$ cat src/rtl/arm_regfile_write_arbiter.sv
// arm_regfile_write_arbiter
//   Shares the single register-file write port between the pipeline writeback
//   stage (writer A, always wins, never back-pressured) and a long-latency
//   unit such as the multiplier (writer B). Writer-B results are held in a
//   small circular FIFO and drained into slots that writeback leaves idle.
//
// Ports
//   i_CLK, i_RESET                      clock, synchronous active-high reset
//   i_WB_Valid/Addr/Data                writeback write request
//   i_MUL_Valid/Addr/Data, o_MUL_Ready  writer-B push handshake
//   o_WriteEnable/Addr/Data             registered register-file write port
//   o_PendingMask                       bit r = register r buffered in the FIFO
//   o_Stall                             asks the pipeline to idle writeback
//   o_R15_Drop                          one-cycle pulse: a write to R15 was dropped
module arm_regfile_write_arbiter #(
    parameter int BusWidth     = 32,
    parameter int RegAddrWidth = 4,
    parameter int FifoDepth    = 2,
    parameter int StarveLimit  = 4
) (
    input  logic                    i_CLK,
    input  logic                    i_RESET,
    input  logic                    i_WB_Valid,
    input  logic [RegAddrWidth-1:0] i_WB_Addr,
    input  logic [BusWidth-1:0]     i_WB_Data,
    input  logic                    i_MUL_Valid,
    output logic                    o_MUL_Ready,
    input  logic [RegAddrWidth-1:0] i_MUL_Addr,
    input  logic [BusWidth-1:0]     i_MUL_Data,
    output logic                    o_WriteEnable,
    output logic [RegAddrWidth-1:0] o_WriteAddr,
    output logic [BusWidth-1:0]     o_WriteData,
    output logic [14:0]             o_PendingMask,
    output logic                    o_Stall,
    output logic                    o_R15_Drop
);

    localparam int PtrW = (FifoDepth > 1) ? $clog2(FifoDepth) : 1;
    localparam int CntW = $clog2(FifoDepth + 1);
    localparam int StvW = $clog2(StarveLimit + 1);

    localparam logic [RegAddrWidth-1:0] AddrR15  = '1;
    localparam logic [CntW-1:0]         CntFull  = CntW'(FifoDepth);
    localparam logic [StvW-1:0]         StvMax   = StvW'(StarveLimit);
    localparam logic [PtrW:0]           SlotWrap = (PtrW + 1)'(FifoDepth);

    logic [RegAddrWidth-1:0] fifo_addr [FifoDepth];
    logic [BusWidth-1:0]     fifo_data [FifoDepth];
    logic [PtrW-1:0]         rd_ptr;
    logic [PtrW-1:0]         wr_ptr;
    logic [CntW-1:0]         count;
    logic [StvW-1:0]         starve_cnt;
    logic [StvW-1:0]         starve_next;

    logic fifo_empty;
    logic wb_issue;
    logic fifo_pop;
    logic mul_push;
    logic mul_store;
    logic r15_drop;
    logic [PtrW:0] slot;

    function automatic logic [PtrW-1:0] ptr_inc(input logic [PtrW-1:0] p);
        return (p == PtrW'(FifoDepth - 1)) ? '0 : p + PtrW'(1);
    endfunction

    assign fifo_empty  = (count == '0);
    assign wb_issue    = i_WB_Valid && (i_WB_Addr != AddrR15);
    // An R15 writeback leaves the slot free, so the FIFO may drain into it.
    assign fifo_pop    = !wb_issue && !fifo_empty;
    // Ready depends only on the registered count: a full FIFO refuses a push
    // even in a cycle where it also pops.
    assign o_MUL_Ready = !i_RESET && (count != CntFull);
    assign mul_push    = i_MUL_Valid && o_MUL_Ready;
    // R15 pushes complete the handshake but are never stored.
    assign mul_store   = mul_push && (i_MUL_Addr != AddrR15);
    assign r15_drop    = (i_WB_Valid && (i_WB_Addr == AddrR15)) ||
                         (mul_push && (i_MUL_Addr == AddrR15));

    always_comb begin
        starve_next = '0;
        if (!fifo_empty && !fifo_pop) begin
            starve_next = (starve_cnt == StvMax) ? StvMax : starve_cnt + StvW'(1);
        end
    end

    // Walk the valid entries from the head; stored addresses are never R15.
    always_comb begin
        o_PendingMask = '0;
        slot          = '0;
        for (int k = 0; k < FifoDepth; k++) begin
            if (CntW'(k) < count) begin
                slot = {1'b0, rd_ptr} + (PtrW + 1)'(k);
                if (slot >= SlotWrap) begin
                    slot = slot - SlotWrap;
                end
                for (int r = 0; r < 15; r++) begin
                    if (fifo_addr[slot[PtrW-1:0]] == RegAddrWidth'(r)) begin
                        o_PendingMask[r] = 1'b1;
                    end
                end
            end
        end
    end

    always_ff @(posedge i_CLK) begin
        if (mul_store) begin
            fifo_addr[wr_ptr] <= i_MUL_Addr;
            fifo_data[wr_ptr] <= i_MUL_Data;
        end
    end

    always_ff @(posedge i_CLK) begin
        if (i_RESET) begin
            rd_ptr        <= '0;
            wr_ptr        <= '0;
            count         <= '0;
            starve_cnt    <= '0;
            o_Stall       <= 1'b0;
            o_R15_Drop    <= 1'b0;
            o_WriteEnable <= 1'b0;
            o_WriteAddr   <= '0;
            o_WriteData   <= '0;
        end else begin
            if (mul_store) begin
                wr_ptr <= ptr_inc(wr_ptr);
            end
            if (fifo_pop) begin
                rd_ptr <= ptr_inc(rd_ptr);
            end
            count      <= count + CntW'(mul_store) - CntW'(fifo_pop);
            starve_cnt <= starve_next;
            o_Stall    <= (starve_next == StvMax);
            o_R15_Drop <= r15_drop;

            if (wb_issue) begin
                o_WriteEnable <= 1'b1;
                o_WriteAddr   <= i_WB_Addr;
                o_WriteData   <= i_WB_Data;
            end else if (fifo_pop) begin
                o_WriteEnable <= 1'b1;
                o_WriteAddr   <= fifo_addr[rd_ptr];
                o_WriteData   <= fifo_data[rd_ptr];
            end else begin
                o_WriteEnable <= 1'b0;
            end
        end
    end

endmodule
$ cat config.mk
export PLATFORM = sky130hd
export DESIGN_NAME = arm_regfile_write_arbiter
export DESIGN_NICKNAME = d
export VERILOG_FILES = /design/src/rtl/arm_regfile_write_arbiter.sv
export SDC_FILE = /design/constraint.sdc
export NUM_CORES = 1
export LEC_CHECK = 0
export CORE_ASPECT_RATIO = 1.75
export CORE_MARGIN = 1.5
export CORE_UTILIZATION = 44
export CTS_CLUSTER_SIZE = 10
export DETAILED_ROUTE_END_ITERATION = 8
export GPL_TIMING_DRIVEN = 0
export PLACE_DENSITY = 0.86
export SYNTH_ARGS = -nofsm -noshare
export SYNTH_HDL_FRONTEND = slang
export SYNTH_SLANG_ARGS = --single-unit
$ cat constraint.sdc
create_clock -name i_CLK -period 3.1 [get_ports i_CLK]
set_clock_uncertainty 0.05 [all_clocks]
set_input_delay 0.62 -clock i_CLK [delete_from_list [all_inputs] [get_ports i_CLK]]
set_output_delay 0.62 -clock i_CLK [all_outputs]
set_load 0.05 [all_outputs]
==> flow_metrics.py, run 1 <==
metrics = {
    "synthesis": {
        "ys_types": 39,
        "netlist_area_sq_um": 4990,
        "synth-seq-area-share_pct": 62.2,
        "netlist_instances": 431,
        "synth_nets": 510,
        "ys.flop_type": "edfxtp_1",
        "yosysWarnings": 0,
        "syn_area_per_cell_sq_um": 11.6,
        "async_flop_share_pct": 0,
        "synth_area_leaders": "edfxtp_1, dfxtp_1, mux2i_1",
        "synth_edf_count": 72,
        "synth_top_area_share_pct": 43.3,
        "ys_ff_latch": 119,
        "yosys.area.top_type": "edfxtp_1",
    },
    "final_layout": {
        "layout_commonest_cell": "clkdlybuf4s50_1",
        "final_nets": 660,
        "area_growth_pct": 40.5,
        "diodes": 0,
        "layoutNonFillerInstCount": 726,
        "drive_gt1_share_pct": 11.4,
        "mostFrequentLayoutCells": "clkdlybuf4s50_1, nand2_1, edfxtp_1",
    },
    "cts": {
        "cts_made_buffers": 17,
        "clockBufferDepth": 2,
        "clock_latency_ns": 0.40,
        "cts_setup_buffers": 0,
        "clockRootBuffer": "clkbuf_16",
        "cts_tree": "done",
        "clock_sinks": 119,
        "cts.reportedPaths.clkPinSlew_ns": 0.05,
        "h-tree-depth": 4,
    },
    "power": {
        "switchingPower_uw": 2170,
        "peakVddDrop_v": 0.000542,
        "power_leakage_uw": 0.00253,
        "p_per_area_nw_per_um2": 859,
        "p_int_uw": 3850,
        "power_frac_comb_pct": 37.8,
        "sw_frac_of_total_pct": 36.1,
        "pwr-share-clk_pct": 28.7,
        "pwr-share-seq_pct": 33.5,
    },
    "route": {
        "wl_mm": 13.4,
        "firstDrtPassIters": 5,
        "drt_iter0_drc": 267,
        "wl_per_cell_um": 18.4,
        "num_vias": 3994,
        "postRouteAntennaNets": 0,
        "drcViolationCount": 0,
        "via_per_inst": 5.50,
    },
    "global_route": {
        "grt-busiest-layer": "met2",
        "grt_use_met1_pct": 21.4,
        "grt_overflow": 0,
        "grt_util_met3_pct": 4.94,
        "use_met2_pct": 43.3,
        "antenna_found_initial": 0,
        "grt_max_degree": 22,
        "grt_usage_pct": 22.6,
        "grt_pass1_wl_mm": 20.8,
        "grt_pass1_vias": 4287,
    },
    "timing": {
        "slew_viol_final": 0,
        "fin_setup_tns_ns": 0,
        "setup_viol": 0,
        "max_freq_mhz": 338,
        "min_period_ns": 2.96,
        "worstMarginPinSlew_ns": 0.620,
        "post-route-period-util_pct": 95.4,
        "relSlewSlack_pct": 58.6,
        "rsz0062_at_grt": "false",
        "hold_viol": 0,
    },
    "place": {
        "hpwl_mm": 9.83,
        "gp_congestion": 0.877,
        "dp.cells": 694,
        "io_buffers": 129,
    },
    "floorplanning": {
        "boundaryPins": 131,
        "die_y_um": 144,
        "core_sq_um": 11100,
        "row_count": 51,
        "dieArea_sq_um": 12000,
        "fp.dieW_um": 83.5,
        "start_util_pct": 44.9,
    },
    "setup_path": {
        "critPathCaptureType": "output port",
        "required_ns": 2.43,
        "arrival_ns": 2.29,
        "rr_worst_depth": 4,
        "path_class": "reg -> out",
        "rr_startpoint": "count[1]",
        "cp-start-kind": "flip-flop",
        "crit_fanout": 10,
        "r2r_end": "fifo_data[0][8]",
        "r2r_setup_slack_ns": 0.96,
    },
    "run_status": {
        "status": "finished, final reports clean",
    },
    "min_path": {
        "hold_path_end": "count[1]",
        "hp-start": "i_RESET",
        "hold_class": "in -> reg",
        "min_path_cells": 2,
    },
    "job": {
        "cap_violations": 0,
    },
}
[power by group through the flow]
stage               registers (uW)  logic (uW)  clock network (uW)
floorplan                     2410        1190                   0
global placement              2040        2200                   0
detailed placement            2040        2290                   0
CTS                           2020        2280                1750
global route                  2030        2420                1820
finish                        2020        2270                1730
[layout make-up]
class,instances,area (sq um)
clock buffers,21,440
well taps,132,165
flip-flops and latches,119,3100
clock inverters,11,83.8
repair buffers,131,1310
multi-input cells,270,1660
plain buffers,29,188
inverters,13,48.8
fillers,883,4100
[worst max-delay path, cell delays in order, from the launching register on]
cell	delay [ns]
dfxtp_1	0.30
buf_2	0.19
buf_2	0.25
mux2i_1	0.31
nand2_1	0.16
o22ai_1	0.16
clkdlybuf4s15_1	0.52
[metal layers]
metal | routed length, um | share of wire [%] | vias to the layer above
li1 | - | - | 1898
met1 | 4620 | 35 | 1881
met2 | 7530 | 56 | 176
met3 | 626 | 4.7 | 39
met4 | 586 | 4.4 | 0
met5 | 0 | 0 | -
[through the flow]
step	utilization (%)	area [sq um]	setup slack (ns)	hold WS, ns	total power, uW
after floorplan	-	4990	-0.176	0.471	3600
after global placement	58.0	6440	-1.49	0.489	4240
after detailed placement	58.7	6520	0.159	0.520	4330
after CTS	63.3	7020	0.00136	0.499	6050
after global routing	63.1	7010	0.0183	0.520	6280
final	63.1	7010	0.144	0.519	6020
[cell usage after synthesis, types with 6 or more instances]
| master | n |
|---|---|
| a21oi_1 | 40 |
| a31oi_1 | 6 |
| buf_2 | 15 |
| buf_6 | 6 |
| dfxtp_1 | 47 |
| edfxtp_1 | 72 |
| inv_1 | 13 |
| mux2i_1 | 35 |
| nand2_1 | 81 |
| nor2_1 | 11 |
| nor3_1 | 7 |
| o211ai_1 | 37 |
| o22ai_1 | 16 |
[sequential cells by signal, summed over array words and instances (netlist names), named ones only]
name,count
wr_ptr,1
rd_ptr,1
o_R15_Drop,1
fifo_addr,8
o_WriteAddr,4
o_Stall,1
count,2
o_WriteEnable,1
starve_cnt,3
o_WriteData,32
fifo_data,64
[logic make-up (layout without fill, tap and decap cells)]
| group | after synthesis | after routing | share of synthesized area [%] |
|---|---|---|---|
| AOI/OAI and AO/OA | 110 | 110 | 14.3 |
| xor gates and xnor gates | 4 | 4 | 0.702 |
| adders and majority gates | 3 | 3 | 0.753 |
| buffers and inverters | 42 | 205 | 4.74 |
| DFF | 119 | 119 | 62.2 |
| muxes | 36 | 36 | 7.25 |
| and+or+nand+nor | 117 | 117 | 10.1 |
[timing repair]
action,4_1_cts,5_1_grt
hold buffers,0,0
gates cloned,0,0
setup endpoints to repair,13,9
resized for setup,13,15
[how the worst max path moves through the flow]
stage | from | endpoint | slack, ns | depth (start not counted)
after floorplan | i_RESET | fifo_addr[0][0] | -0.18 | 3
after global placement | i_MUL_Addr[2] | fifo_data[0][18] | -1.49 | 4
after detailed placement | i_MUL_Addr[2] | fifo_data[0][20] | 0.16 | 5
after CTS | rd_ptr | o_PendingMask[14] | 0.001 | 6
after global routing | rd_ptr | o_PendingMask[2] | 0.02 | 6
final | rd_ptr | o_PendingMask[2] | 0.14 | 6
(Power assumes the default switching activity.)
==> inputs of run 2 (changes only) <==
--- a/config.mk
+++ b/config.mk
@@ -15,3 +15,4 @@
 export SYNTH_ARGS = -nofsm -noshare
 export SYNTH_HDL_FRONTEND = slang
 export SYNTH_SLANG_ARGS = --single-unit
+export TNS_END_PERCENT = 5
==> flow_metrics.py, run 2 (synthesized netlist as in run 1, its figures left out) <==
metrics = {
    "setup_path": {
        "r2r_setup_slack_ns": 0.96,
        "rr_worst_depth": 4,
        "critPathCaptureType": "output port",
        "cp-start-kind": "flip-flop",
        "crit_fanout": 10,
        "r2r_end": "fifo_data[0][8]",
        "rr_startpoint": "count[1]",
        "path_class": "reg -> out",
        "arrival_ns": 2.32,
        "required_ns": 2.43,
    },
    "floorplanning": {
        "start_util_pct": 44.9,
        "die_y_um": 144,
        "row_count": 51,
        "core_sq_um": 11100,
        "boundaryPins": 131,
        "dieArea_sq_um": 12000,
        "fp.dieW_um": 83.5,
    },
    "power": {
        "finalPower_uw": 6020,
        "power_leakage_uw": 0.00253,
        "power_frac_comb_pct": 37.8,
        "peakVddDrop_v": 0.000543,
        "sw_frac_of_total_pct": 36.1,
        "pwr-share-clk_pct": 28.7,
        "pwr-share-seq_pct": 33.5,
        "switchingPower_uw": 2180,
        "p_int_uw": 3850,
        "p_per_area_nw_per_um2": 859,
    },
    "final_layout": {
        "regMostFlops": "fifo_data",
        "fill_cells": 883,
        "finish.utilization_pct": 63.2,
        "diodes": 0,
        "largest_reg_flops": 64,
        "mostFrequentLayoutCells": "clkdlybuf4s50_1, nand2_1, edfxtp_1",
        "regArea_sq_um": 3100,
        "drive_gt1_share_pct": 11.3,
        "layout_commonest_cell": "clkdlybuf4s50_1",
        "area_growth_pct": 40.6,
        "multi_input_area_sq_um": 1660,
        "final_nets": 660,
        "top_regs": "fifo_data: 64 flops, o_WriteData: 32 flops, fifo_addr: 8 flops",
    },
    "route": {
        "firstDrtPassIters": 4,
        "drt_iter0_drc": 267,
        "num_vias": 4000,
        "drcViolationCount": 0,
        "wl_mm": 13.4,
        "via_per_inst": 5.51,
        "postRouteAntennaNets": 0,
        "wl_per_cell_um": 18.4,
    },
    "min_path": {
        "hp-start": "i_RESET",
        "hold_path_end": "count[1]",
        "min_path_cells": 2,
        "hold_class": "in -> reg",
    },
    "cts": {
        "cts.reportedPaths.clkPinSlew_ns": 0.05,
        "cts_made_buffers": 17,
        "clockRootBuffer": "clkbuf_16",
        "clock_sinks": 119,
        "cts_tree": "done",
        "clockBufferDepth": 2,
        "clock_latency_ns": 0.40,
        "cts_setup_buffers": 0,
        "h-tree-depth": 4,
    },
    "timing": {
        "worstMarginPinSlew_ns": 0.619,
        "rsz0062_at_grt": "true",
        "max_freq_mhz": 334,
        "setup_viol": 0,
        "slew_viol_final": 0,
        "post-route-period-util_pct": 96.5,
        "relSlewSlack_pct": 58.6,
        "fin_setup_tns_ns": 0,
        "hold_viol": 0,
        "min_period_ns": 2.99,
        "setup_ws_ns": 0.108,
    },
    "place": {
        "place_worst_setup_slack_ns": 0.159,
        "hpwl_mm": 9.83,
        "gp_congestion": 0.877,
        "io_buffers": 129,
    },
    "global_route": {
        "grt_overflow": 0,
        "grt_max_degree": 22,
        "grt_pass1_vias": 4287,
        "grt_usage_pct": 22.6,
        "grt_pass1_wl_mm": 20.8,
        "antenna_found_initial": 0,
    },
    "job": {
        "cap_violations": 0,
    },
    "run_status": {
        "status": "finished, final reports clean",
    },
}
==> run 2: how the worst max path moves through the flow <==
stage               cells past startpoint  slack (ns)           from                end
floorplan                               3       -0.18        i_RESET    fifo_addr[0][0]
global placement                        4       -1.49  i_MUL_Addr[2]   fifo_data[0][18]
detailed placement                      5        0.16  i_MUL_Addr[2]   fifo_data[0][20]
CTS                                     6       0.001         rd_ptr  o_PendingMask[14]
global route                            6       -0.08         rd_ptr   o_PendingMask[3]
finish                                  6        0.11         rd_ptr   o_PendingMask[3]
==> run 2: power groups by stage <==
| stage | Clock (uW) | Combinational [uW] | Sequential (uW) |
|---|---|---|---|
| 2_1_floorplan | 0 | 1190 | 2410 |
| 3_3_place_gp | 0 | 2200 | 2040 |
| 3_5_place_dp | 0 | 2290 | 2040 |
| 4_1_cts | 1750 | 2280 | 2020 |
| 5_1_grt | 1820 | 2420 | 2030 |
| 6_report | 1730 | 2270 | 2020 |
==> run 2: area by class of cell <==
class / instances / area share, %
sequential: 119 / 44.3
clock buffer: 21 / 6.28
inverter: 13 / 0.696
tap: 132 / 2.36
timing repair buffer: 131 / 18.8
multi-input combinational: 270 / 23.7
buffer: 29 / 2.68
clock inverter: 11 / 1.20
==> run 2: per-layer routing <==
metal  track usage, %  share of wire, %
met1             21.4                35
met2             43.3                56
met3             4.94               4.7
met4             14.5               4.4
met5                0                 0
==> run 2: critical path, cell delays in order, from the launching register on <==
cell	delay, ns
dfxtp_1	0.30
buf_2	0.19
buf_2	0.25
mux2i_1	0.31
nand2_1	0.16
o22ai_1	0.19
clkdlybuf4s15_1	0.52
==> run 2: repair_timing <==
action | 4_1_cts | 5_1_grt
hold buffers | 0 | 0
endpoints found under the setup margin | 13 | 9
cloned | 0 | 0
gates resized for setup | 13 | 14
==> run 2: metrics by stage <==
| stage | cell area [sq um] | hold slack [ns] | std cells |
|---|---|---|---|
| after floorplan | 4990 | 0.471 | 431 |
| after global placement | 6440 | 0.489 | 692 |
| after detailed placement | 6520 | 0.520 | 694 |
| after CTS | 7020 | 0.499 | 726 |
| after global routing | 7010 | 0.520 | 726 |
| final | 7010 | 0.519 | 726 |
